$ cat src/rtl/iob_cache_mem_arbiter.sv
// Shares one native memory port between N cache back-ends, one transaction at a time.
// Fixed priority by default; define IOB_CACHE_ARB_RR_EN for round-robin selection.
module iob_cache_mem_arbiter #(
    parameter int N_MASTERS = 2,
    parameter int ADDR_W    = 32,
    parameter int DATA_W    = 32
) (
    input  logic                              clk,
    input  logic                              reset,
    input  logic [N_MASTERS-1:0]              m_valid,
    input  logic [N_MASTERS*ADDR_W-1:0]       m_addr,
    input  logic [N_MASTERS*DATA_W-1:0]       m_wdata,
    input  logic [N_MASTERS*(DATA_W/8)-1:0]   m_wstrb,
    output logic [DATA_W-1:0]                 m_rdata,
    output logic [N_MASTERS-1:0]              m_ready,
    output logic                              mem_valid,
    output logic [ADDR_W-1:0]                 mem_addr,
    output logic [DATA_W-1:0]                 mem_wdata,
    output logic [DATA_W/8-1:0]               mem_wstrb,
    input  logic [DATA_W-1:0]                 mem_rdata,
    input  logic                              mem_ready,
    output logic                              busy,
    output logic [$clog2(N_MASTERS)-1:0]      grant
);

    localparam int GW = $clog2(N_MASTERS);
    localparam int SW = DATA_W / 8;

    typedef enum logic {
        IDLE = 1'b0,
        BUSY = 1'b1
    } state_t;

    state_t          state_q;
    logic [GW-1:0]   grant_q;
    logic [GW-1:0]   winner;

`ifdef IOB_CACHE_ARB_RR_EN
    logic [GW-1:0]   ptr_q;
    logic            found;
    int              idx;

    // First requester at or after the pointer, wrapping past the top index.
    always_comb begin
        winner = '0;
        found  = 1'b0;
        idx    = 0;
        for (int k = 0; k < N_MASTERS; k++) begin
            idx = int'(ptr_q) + k;
            if (idx >= N_MASTERS) idx = idx - N_MASTERS;
            if (!found && m_valid[idx]) begin
                winner = GW'(idx);
                found  = 1'b1;
            end
        end
    end
`else
    always_comb begin
        winner = '0;
        for (int k = N_MASTERS - 1; k >= 0; k--) begin
            if (m_valid[k]) winner = GW'(k);
        end
    end
`endif

    // Handshake: a master holds m_valid until its m_ready; mem_valid stays high
    // from grant until mem_ready, and that same cycle pulses m_ready[grant].
    always_ff @(posedge clk) begin
        if (reset) begin
            state_q <= IDLE;
            grant_q <= '0;
`ifdef IOB_CACHE_ARB_RR_EN
            ptr_q   <= '0;
`endif
        end else begin
            case (state_q)
                IDLE: begin
                    if (|m_valid) begin
                        grant_q <= winner;
                        state_q <= BUSY;
`ifdef IOB_CACHE_ARB_RR_EN
                        ptr_q   <= (winner == GW'(N_MASTERS - 1)) ? '0 : winner + GW'(1);
`endif
                    end
                end
                BUSY: begin
                    if (mem_ready) state_q <= IDLE;
                end
                default: state_q <= IDLE;
            endcase
        end
    end

    assign busy      = (state_q == BUSY);
    assign mem_valid = (state_q == BUSY);
    assign grant     = grant_q;
    assign m_rdata   = mem_rdata;

    // Request fields always mirror the granted master, even while idle.
    assign mem_addr  = m_addr[int'(grant_q)*ADDR_W +: ADDR_W];
    assign mem_wdata = m_wdata[int'(grant_q)*DATA_W +: DATA_W];
    assign mem_wstrb = m_wstrb[int'(grant_q)*SW +: SW];

    // A response arriving while idle is stale and never reaches a master.
    always_comb begin
        m_ready = '0;
        if (state_q == BUSY && mem_ready) m_ready[grant_q] = 1'b1;
    end

endmodule

$ cat config.mk
export PLATFORM = sky130hd
export DESIGN_NAME = iob_cache_mem_arbiter
export DESIGN_NICKNAME = d
export VERILOG_FILES = /design/src/rtl/iob_cache_mem_arbiter.sv
export SDC_FILE = /design/constraint.sdc
export NUM_CORES = 1
export LEC_CHECK = 0
export BUFFER_PORTS_ARGS = -buffer_cell sky130_fd_sc_hd__buf_2
export CORE_AREA = 2 2 107 109
export DETAILED_ROUTE_END_ITERATION = 10
export DIE_AREA = 0 0 109 111
export PLACE_DENSITY = 0.42
export SYNTH_ARGS = -nofsm -noshare
export SYNTH_HDL_FRONTEND = slang
export SYNTH_SLANG_ARGS = --single-unit
$ cat constraint.sdc
create_clock -name clk -period 1.55 [get_ports clk]
set_clock_uncertainty 0.2 [all_clocks]
set_input_delay 0.155 -clock clk [delete_from_list [all_inputs] [get_ports clk]]
set_output_delay 0.155 -clock clk [all_outputs]
set_load 0.01 [all_outputs]
* Yosys cells after proc, flatten, opt, wreduce, memory -nomap -nowiden
Index checks and enable logic that the tools add are counted.
** Operators by class
- Eq/ne operators :: 0
- $add $sub $neg :: 0
- Magnitude comparators :: 2
- Shift operators :: 3
- Mux-type cells :: 8
- Reduce and logical (&&, ||, !) cells :: 4
- Multiply operators :: 0
- Bitwise operators :: 1
- Div/mod/pow operators :: 0
** Operators with widths (number)
- $shiftx 64x7->32 :: 2
- $shiftx 8x4->4 :: 1
- $mux 1 :: 5
- $logic_and 1x1->1 :: 2
- $lt 1x2->1 const B :: 1
- $mux 2 :: 1
- $pmux 1 s2 :: 1
- $reduce_and 2->1 :: 1
- $reduce_or 2->1 :: 1
- $demux 1 s1 :: 1
- $ge 1x1->1 const B :: 1
- $not 1->1 :: 1
** Storage, ports and cells
- Input bits :: 173
- RAM bits :: 0
- Register bits after elaboration :: 2
- Output and inout port bits :: 105
- Bits in latches :: 0
- Memories :: 0
- Logic and storage cells :: 20
- Bits in read-only memories :: 0

* Depth between registers and ports, before layout
Gate-level depths: netlist (run 1).
- Depth after elaboration :: 5
- Depth in mapped cells :: 4
- Mapped depth without buffers :: 2

* Worst setup path before layout (run 1)
No wires, ideal clock.
- Kind :: reg2out
- Start point :: register grant_q (netlist: grant)
- End point :: output mem_wdata[5]
- Data required time :: 1195 ps
- Path slack :: 173 ps
- Cell stages (with the launch flop) :: 4
- Arrival time :: 1022 ps
- Buffers on the path :: 2
- Path through :: dfxtp_1 > buf_6 > buf_6 > mux2_1
** Between the ends
- Word-level cells in the longest chain between the ends :: 1
** RTL lines
- from (decl) :: line 35 : logic [GW-1:0] grant_q;
- from (signal assigned) :: line 79 : grant_q <= winner;
- $shiftx 64x7->32 :: line 101 : assign mem_wdata = m_wdata[int'(grant_q)*DATA_W +: DATA_W];
- to (decl) :: line 18 : output logic [DATA_W-1:0] mem_wdata,
No other way between the ends.

* Worst setup path after layout (run 1)
- Start point :: register grant_q (netlist: grant)
- End point :: output mem_wdata[4]
Same word-level chain as after synthesis.

==> impl_metrics.json, run 1 <==
{
  "finalSetupViolations": 68,
  "postSynthNetCount": 293,
  "report.final.hold_viol_count": 0,
  "grt_overflow": 0,
  "grt_setup_unrepaired": "yes",
  "first_global_vias": 1581,
  "post_synth_and_or_nand_nor_area_fraction_pct": 1.782,
  "worst_pin_slew_ns": 0.2018,
  "synth_compound_area_share_pct": 1.782,
  "h-tree-depth": 1,
  "fmaxAchievable_ghz": 0.5882,
  "dpl.hpwl_mm": 4.343,
  "area_contributors_post_synth": "sky130_fd_sc_hd__mux2_2 44%, sky130_fd_sc_hd__mux2_4 21%, sky130_fd_sc_hd__buf_4 20%",
  "drt_pre_antenna_iters": 4,
  "worstSetupEndpointType": "output pin",
  "fin_crit_sh_pct": 109.7,
  "pin_count": 278,
  "tritoncts_clock_tree": "yes",
  "viasPerCell": 3.675,
  "final_cell_count_no_fill": 456,
  "insertedDiodeCount": 0,
  "critical_path_arrival_ns": 1.34,
  "average_instance_area_after_synthesis_um2": 10.53,
  "placed_cells_incl_taps": 438,
  "synth-seq-cells": 2,
  "violations": "setup timing",
  "area_inside_the_core_boundary_mm2": 0.01108,
  "setup.reg_to_reg.worst_slack_ns": 0.35,
  "maxSlewHeadroom_pct": 86.53,
  "die_w_um": 109,
  "synth_enable_flop_cells": 0,
  "largest_family_of_logic_cells_by_synthesized_area": "multiplexers",
  "outcome": "complete, but fails checks",
  "async_reset_ff_share_pct": 0,
  "fill_cells": 1169,
  "crit_type": "reg2out",
  "power.ir.vdd_worst_uv": 559.9,
  "synthXorXnorAreaFrac_pct": 0,
  "synth_seq_area_share_pct": 3.168,
  "dominantRegCellSynth": "sky130_fd_sc_hd__dfxtp_1",
  "post-route-drc-count": 0,
  "yosys.cell_types.count": 14,
  "pin_count_of_the_biggest_net_entering_global_routing": 31,
  "dieArea_mm2": 0.01210,
  "totalWireLength_mm": 6.126,
  "grtUsageTotal_pct": 7.174,
  "grt_first_pass_wirelength_mm": 6.962,
  "dr_total_vias": 1676,
  "final_net_count": 487,
  "netlist_top_cells_count": "49 x sky130_fd_sc_hd__mux2_2, 33 x sky130_fd_sc_hd__buf_4, 18 x sky130_fd_sc_hd__mux2_4, 8 x sky130_fd_sc_hd__buf_6",
  "max_stage_delay_ns": 0.36,
  "path_cells": "buf_8 -> buf_12 -> mux2_4 -> buf_6",
  "routed_wire_length_per_instance_um": 13.43,
  "power_density_mw_per_mm2": 496.7,
  "final_layout_size_suffix_gt1_share_pct": 95.85,
  "crit_fanout": 7,
  "synth_largest_area_cell": "sky130_fd_sc_hd__mux2_2",
  "hp-class": "in2out",
  "total_leakage_power_nw": 1.591,
  "root_buffer": "sky130_fd_sc_hd__clkbuf_16",
  "critPathTopFamily": "buffers and inverters",
  "drtAntennaViolNets": 0,
  "row_count": 39,
  "worst_hold_slack_ns": 0.1100,
  "timing.critical_path.from_type": "register",
  "portion_of_netlist_area_occupied_by_mux_cells_pct": 65.94,
  "worst_skew_pair_latency_ns": 0.22,
  "die-height_um": 111,
  "post-synth-top-count-cell": "sky130_fd_sc_hd__mux2_2",
  "numClockSinks": 2,
  "synth_adder_area_share_pct": 0,
  "initial_antenna_violation_count": 0,
  "drv_slew": 0,
  "cp_data_required_time_ns": 1.19,
  "minimum_clock_period_ns": 1.700,
  "setup_slack_ns": -0.1500,
  "cts_buffers": 3,
  "critPathBufInv": 3,
  "synth_warnings": 0,
  "drt_iter0_markers": 24,
  "place_congestion": 0.6621,
  "clock_tree.buffer_depth": 2,
  "syn2layout_area_growth_pct": 138.3,
  "synth_top_area_share_pct": 43.66,
  "netlist_area_pre_place_mm2": 0.001264,
  "clk_pin_slew_worst_paths_ns": 0.03,
  "instance_count_of_the_mapped_netlist": 120,
  "slowest_stage": "sky130_fd_sc_hd__dfxtp_4",
  "floorplan.initialDensity_pct": 11.41,
  "drv_cap": 0,
  "numPortBuffers": 213
}
==> timing repair <==
item / 4_1_cts / 5_1_grt
gates cloned: 0 / 7
gates resized for setup: 13 / 90
pin swaps: 0 / 0
hold endpoints to repair: 2 / 0
setup endpoints to repair: 68 / 69
hold buffers: 4 / 0
setup buffers: 0 / 3
==> per-stage QoR <==
stage	setup WS [ns]	total power, mW	TNS, ns	utilization, %	instance area [µm²]
after global routing	-0.1934	1.575	-10.26	27.19	3012
final	-0.1500	1.496	-7.945	27.19	3012
after global placement	0.07992	0.7662	0	20.06	2222
after floorplan	0.1729	0.5217	0	-	1264
after detailed placement	0.05678	0.7725	0	20.06	2222
after CTS	-0.1603	1.235	-8.064	21.80	2415
==> layout by cell type (no fill, tap or decap) <==
master / instances
sky130_fd_sc_hd__buf_4: 1
sky130_fd_sc_hd__dlygate4sd3_1: 4
sky130_fd_sc_hd__nand2_1: 1
sky130_fd_sc_hd__dfxtp_1: 1
sky130_fd_sc_hd__mux2_2: 17
sky130_fd_sc_hd__nand2b_1: 1
sky130_fd_sc_hd__nor2_1: 2
sky130_fd_sc_hd__buf_8: 1
sky130_fd_sc_hd__a221oi_2: 1
sky130_fd_sc_hd__buf_6: 57
sky130_fd_sc_hd__mux2_4: 51
sky130_fd_sc_hd__nor3_1: 1
sky130_fd_sc_hd__clkbuf_16: 8
sky130_fd_sc_hd__inv_2: 1
sky130_fd_sc_hd__buf_2: 158
sky130_fd_sc_hd__a211oi_1: 1
sky130_fd_sc_hd__buf_12: 4
sky130_fd_sc_hd__inv_1: 1
sky130_fd_sc_hd__clkbuf_1: 1
sky130_fd_sc_hd__dfxtp_4: 1
==> worst reg2reg max path, cell delays in order, from the launching register on <==
cell	delay (ns)
sky130_fd_sc_hd__dfxtp_4	0.36
sky130_fd_sc_hd__buf_4	0.14
sky130_fd_sc_hd__clkbuf_16	0.15
sky130_fd_sc_hd__inv_2	0.04
sky130_fd_sc_hd__a221oi_2	0.21
==> area by class of cell <==
type	count	area (µm²)	area share [%]
clock buffers	4	78.83	2.617
inverters	2	7.507	0.2493
multi-input cells	75	1002	33.28
flip-flops and latches	2	43.79	1.454
well taps	143	178.9	5.941
repair buffers	230	1700	56.46
==> final timing paths <==
| path | startpoint | to | depth (start not counted) |
|---|---|---|---|
| worst min-delay path | mem_rdata[26] | m_rdata[26] | 0 |
| worst max-delay path | grant | mem_wdata[4] | 4 |
| worst min register to register | busy | grant | 2 |
| worst max register to register | grant | grant | 4 |
==> layer usage <==
metal  wire, µm  vias up  global-route usage (%)
met4        153        0                   2.222
met5          0        -                       0
met2       3164      133                   14.87
met1       2111      742                   6.579
li1           -      784                       -
met3        697       17                   1.587
==> where the power goes <==
group / internal (mW) / switching (mW)
Clock: 0.339 / 0.0689
Combinational: 0.666 / 0.360
Sequential: 0.0557 / 0.00632
Total: 1.06 / 0.435
==> logic make-up (layout without fill, tap and decap cells) <==
| kind of cell | Yosys count | count (layout) |
|---|---|---|
| AOI/OAI and AO/OA | 2 | 2 |
| muxes | 68 | 68 |
| buffers and inverters | 43 | 236 |
| DFF | 2 | 2 |
| and+or+nand+nor | 5 | 5 |
==> registers in the layout, summed over array words and instances (netlist names) <==
| signal | count |
|---|---|
| busy | 1 |
| grant | 1 |
Note: power is estimated with default switching activity, not from simulation.
==> run 2, diff against run 1 <==
--- a/config.mk
+++ b/config.mk
@@ -10,6 +10,7 @@
 export DETAILED_ROUTE_END_ITERATION = 10
 export DIE_AREA = 0 0 109 111
 export PLACE_DENSITY = 0.42
+export SETUP_SLACK_MARGIN = 0.4
 export SYNTH_ARGS = -nofsm -noshare
 export SYNTH_HDL_FRONTEND = slang
 export SYNTH_SLANG_ARGS = --single-unit
==> run 2 against run 1 <==
  * The run ends with hold timing, setup timing left
  * Die area unchanged
  * Clock-buffer cell count unchanged
  * First-iteration DRC count grew 25%
  * Flip-flop and latch count stayed put
  * Utilization increased by 0.14 points
  * Power shrank 0.10%
  * Highest routed layer unchanged
==> impl_metrics.json, run 2 (synthesized netlist as in run 1, its figures left out) <==
{
  "hp-class": "in2reg",
  "power_density_mw_per_mm2": 493.8,
  "fill_cells": 1170,
  "power.ir.vdd_worst_uv": 427.8,
  "crit_type": "reg2out",
  "tritoncts_clock_tree": "yes",
  "worst_hold_slack_ns": -0.06993,
  "area_inside_the_core_boundary_mm2": 0.01108,
  "cp_data_required_time_ns": 1.19,
  "detailed_place.area_mm2": 0.002217,
  "dieArea_mm2": 0.01210,
  "root_buffer": "sky130_fd_sc_hd__clkbuf_16",
  "fin_crit_sh_pct": 109.7,
  "finish.utilization_pct": 27.32,
  "clk_pin_slew_worst_paths_ns": 0.03,
  "total_leakage_power_nw": 1.595,
  "finalSetupViolations": 69,
  "die-height_um": 111,
  "post_cts_hold_buffer_count": 2,
  "grtUsageTotal_pct": 6.682,
  "report.final.hold_viol_count": 1,
  "first_global_vias": 1554,
  "pin_count": 278,
  "worstSetupEndpointType": "output pin",
  "row_count": 39,
  "minimum_clock_period_ns": 1.700,
  "h-tree-depth": 1,
  "pin_count_of_the_biggest_net_entering_global_routing": 36,
  "drtAntennaViolNets": 0,
  "totalWireLength_mm": 6.172,
  "grt_overflow": 0,
  "switching_share_pct": 29.15,
  "final_layout_size_suffix_gt1_share_pct": 97.77,
  "numClockSinks": 2,
  "layout.cell_area.non_filler_mm2": 0.003027,
  "report.power.total_mw": 1.494,
  "crit_fanout": 8,
  "grt_setup_unrepaired": "yes",
  "gate_power_share_pct": 68.4,
  "drt_iter0_markers": 30,
  "setup_slack_ns": -0.1505,
  "outcome": "complete, but fails checks",
  "drt_pre_antenna_iters": 2,
  "worst_pin_slew_ns": 0.1981,
  "critical_path_arrival_ns": 1.35,
  "drv_slew": 0,
  "drv_cap": 0,
  "relative_contribution_of_the_clock_network_to_total_power_pct": 27.5,
  "fmaxAchievable_ghz": 0.5881,
  "place_congestion": 0.6529,
  "post-route-drc-count": 0,
  "numPortBuffers": 213,
  "insertedDiodeCount": 0,
  "routed_wire_length_per_instance_um": 13.51,
  "maxSlewHeadroom_pct": 86.79,
  "syn2layout_area_growth_pct": 139.5,
  "floorplan.initialDensity_pct": 11.41,
  "timing.critical_path.from_type": "register",
  "initial_antenna_violation_count": 0,
  "dr_total_vias": 1677,
  "dpl.hpwl_mm": 4.068,
  "netSwitchingPower_uw": 435.7,
  "viasPerCell": 3.670,
  "cellInternalPower_mw": 1.059,
  "seq_power_share_pct": 4.1,
  "layout.area.seq_um2": 47.55,
  "final_common_cell": "sky130_fd_sc_hd__buf_2",
  "die_w_um": 109,
  "most_frequent_cells_in_the_layout": "162 x sky130_fd_sc_hd__buf_2, 56 x sky130_fd_sc_hd__buf_6, 51 x sky130_fd_sc_hd__mux2_4, 17 x sky130_fd_sc_hd__mux2_2, 8 x sky130_fd_sc_hd__clkbuf_16",
  "cts_buffers": 3,
  "final_net_count": 488,
  "clock_tree.buffer_depth": 2,
  "combined_area_of_the_multi_input_logic_cells_mm2": 0.001015,
  "violations": "hold timing, setup timing",
  "worst_skew_pair_latency_ns": 0.22,
  "grt_first_pass_wirelength_mm": 6.548
}
## run 2: area by class of cell
| class | instances | share of cell area [%] |
|---|---|---|
| well taps | 143 | 5.912 |
| multi-input cells | 75 | 33.53 |
| inverters | 2 | 0.3307 |
| flip-flops and latches | 2 | 1.571 |
| clock buffers | 4 | 2.604 |
| repair buffers | 231 | 56.06 |
## run 2: final timing paths
check | start | to | slack, ns | cells past startpoint
worst max-delay path | grant | mem_wdata[25] | -0.15 | 4
worst min-delay path | m_valid[0] | grant | -0.07 | 2
worst max register to register | grant | grant | 0.23 | 5
worst min register to register | busy | busy | 0.28 | 1
## run 2: through the flow
stage	TNS (ns)	setup slack, ns	std cells
after floorplan	0	0.2250	120
after global placement	0	0.08564	437
after detailed placement	0	0.06413	437
after CTS	-8.299	-0.1604	444
after global routing	-10.76	-0.1893	457
final	-8.317	-0.1505	457
## run 2: what timing repair did
action | 4_1_cts | 5_1_grt
setup buffers | 1 | 3
cloned | 0 | 10
pin swaps | 1 | 1
hold endpoints to repair | 2 | 1
endpoints found under the setup margin | 74 | 72
resized for setup | 22 | 76
## run 2: power groups by stage
stage	combinational, mW	clock (mW)	sequential [mW]
floorplan	0.460	0	0.0631
global placement	0.687	0	0.0637
detailed placement	0.692	0	0.0641
CTS	0.756	0.416	0.0631
global route	1.09	0.426	0.0625
finish	1.02	0.410	0.0617
## run 2: critical path: stages, from the launching register on
cell and delay (ns):
sky130_fd_sc_hd__dfxtp_4 0.35, sky130_fd_sc_hd__buf_12 0.15, sky130_fd_sc_hd__buf_12 0.15, sky130_fd_sc_hd__mux2_2 0.33, sky130_fd_sc_hd__buf_2 0.13
## run 2: per-layer routing
layer / up-vias / share of wire [%] / global-route usage [%]
li1: 783 / - / -
met1: 741 / 32 / 5.656
met2: 136 / 53 / 13.75
met3: 17 / 12 / 1.646
met4: 0 / 1.9 / 3.162
met5: - / 0 / 0
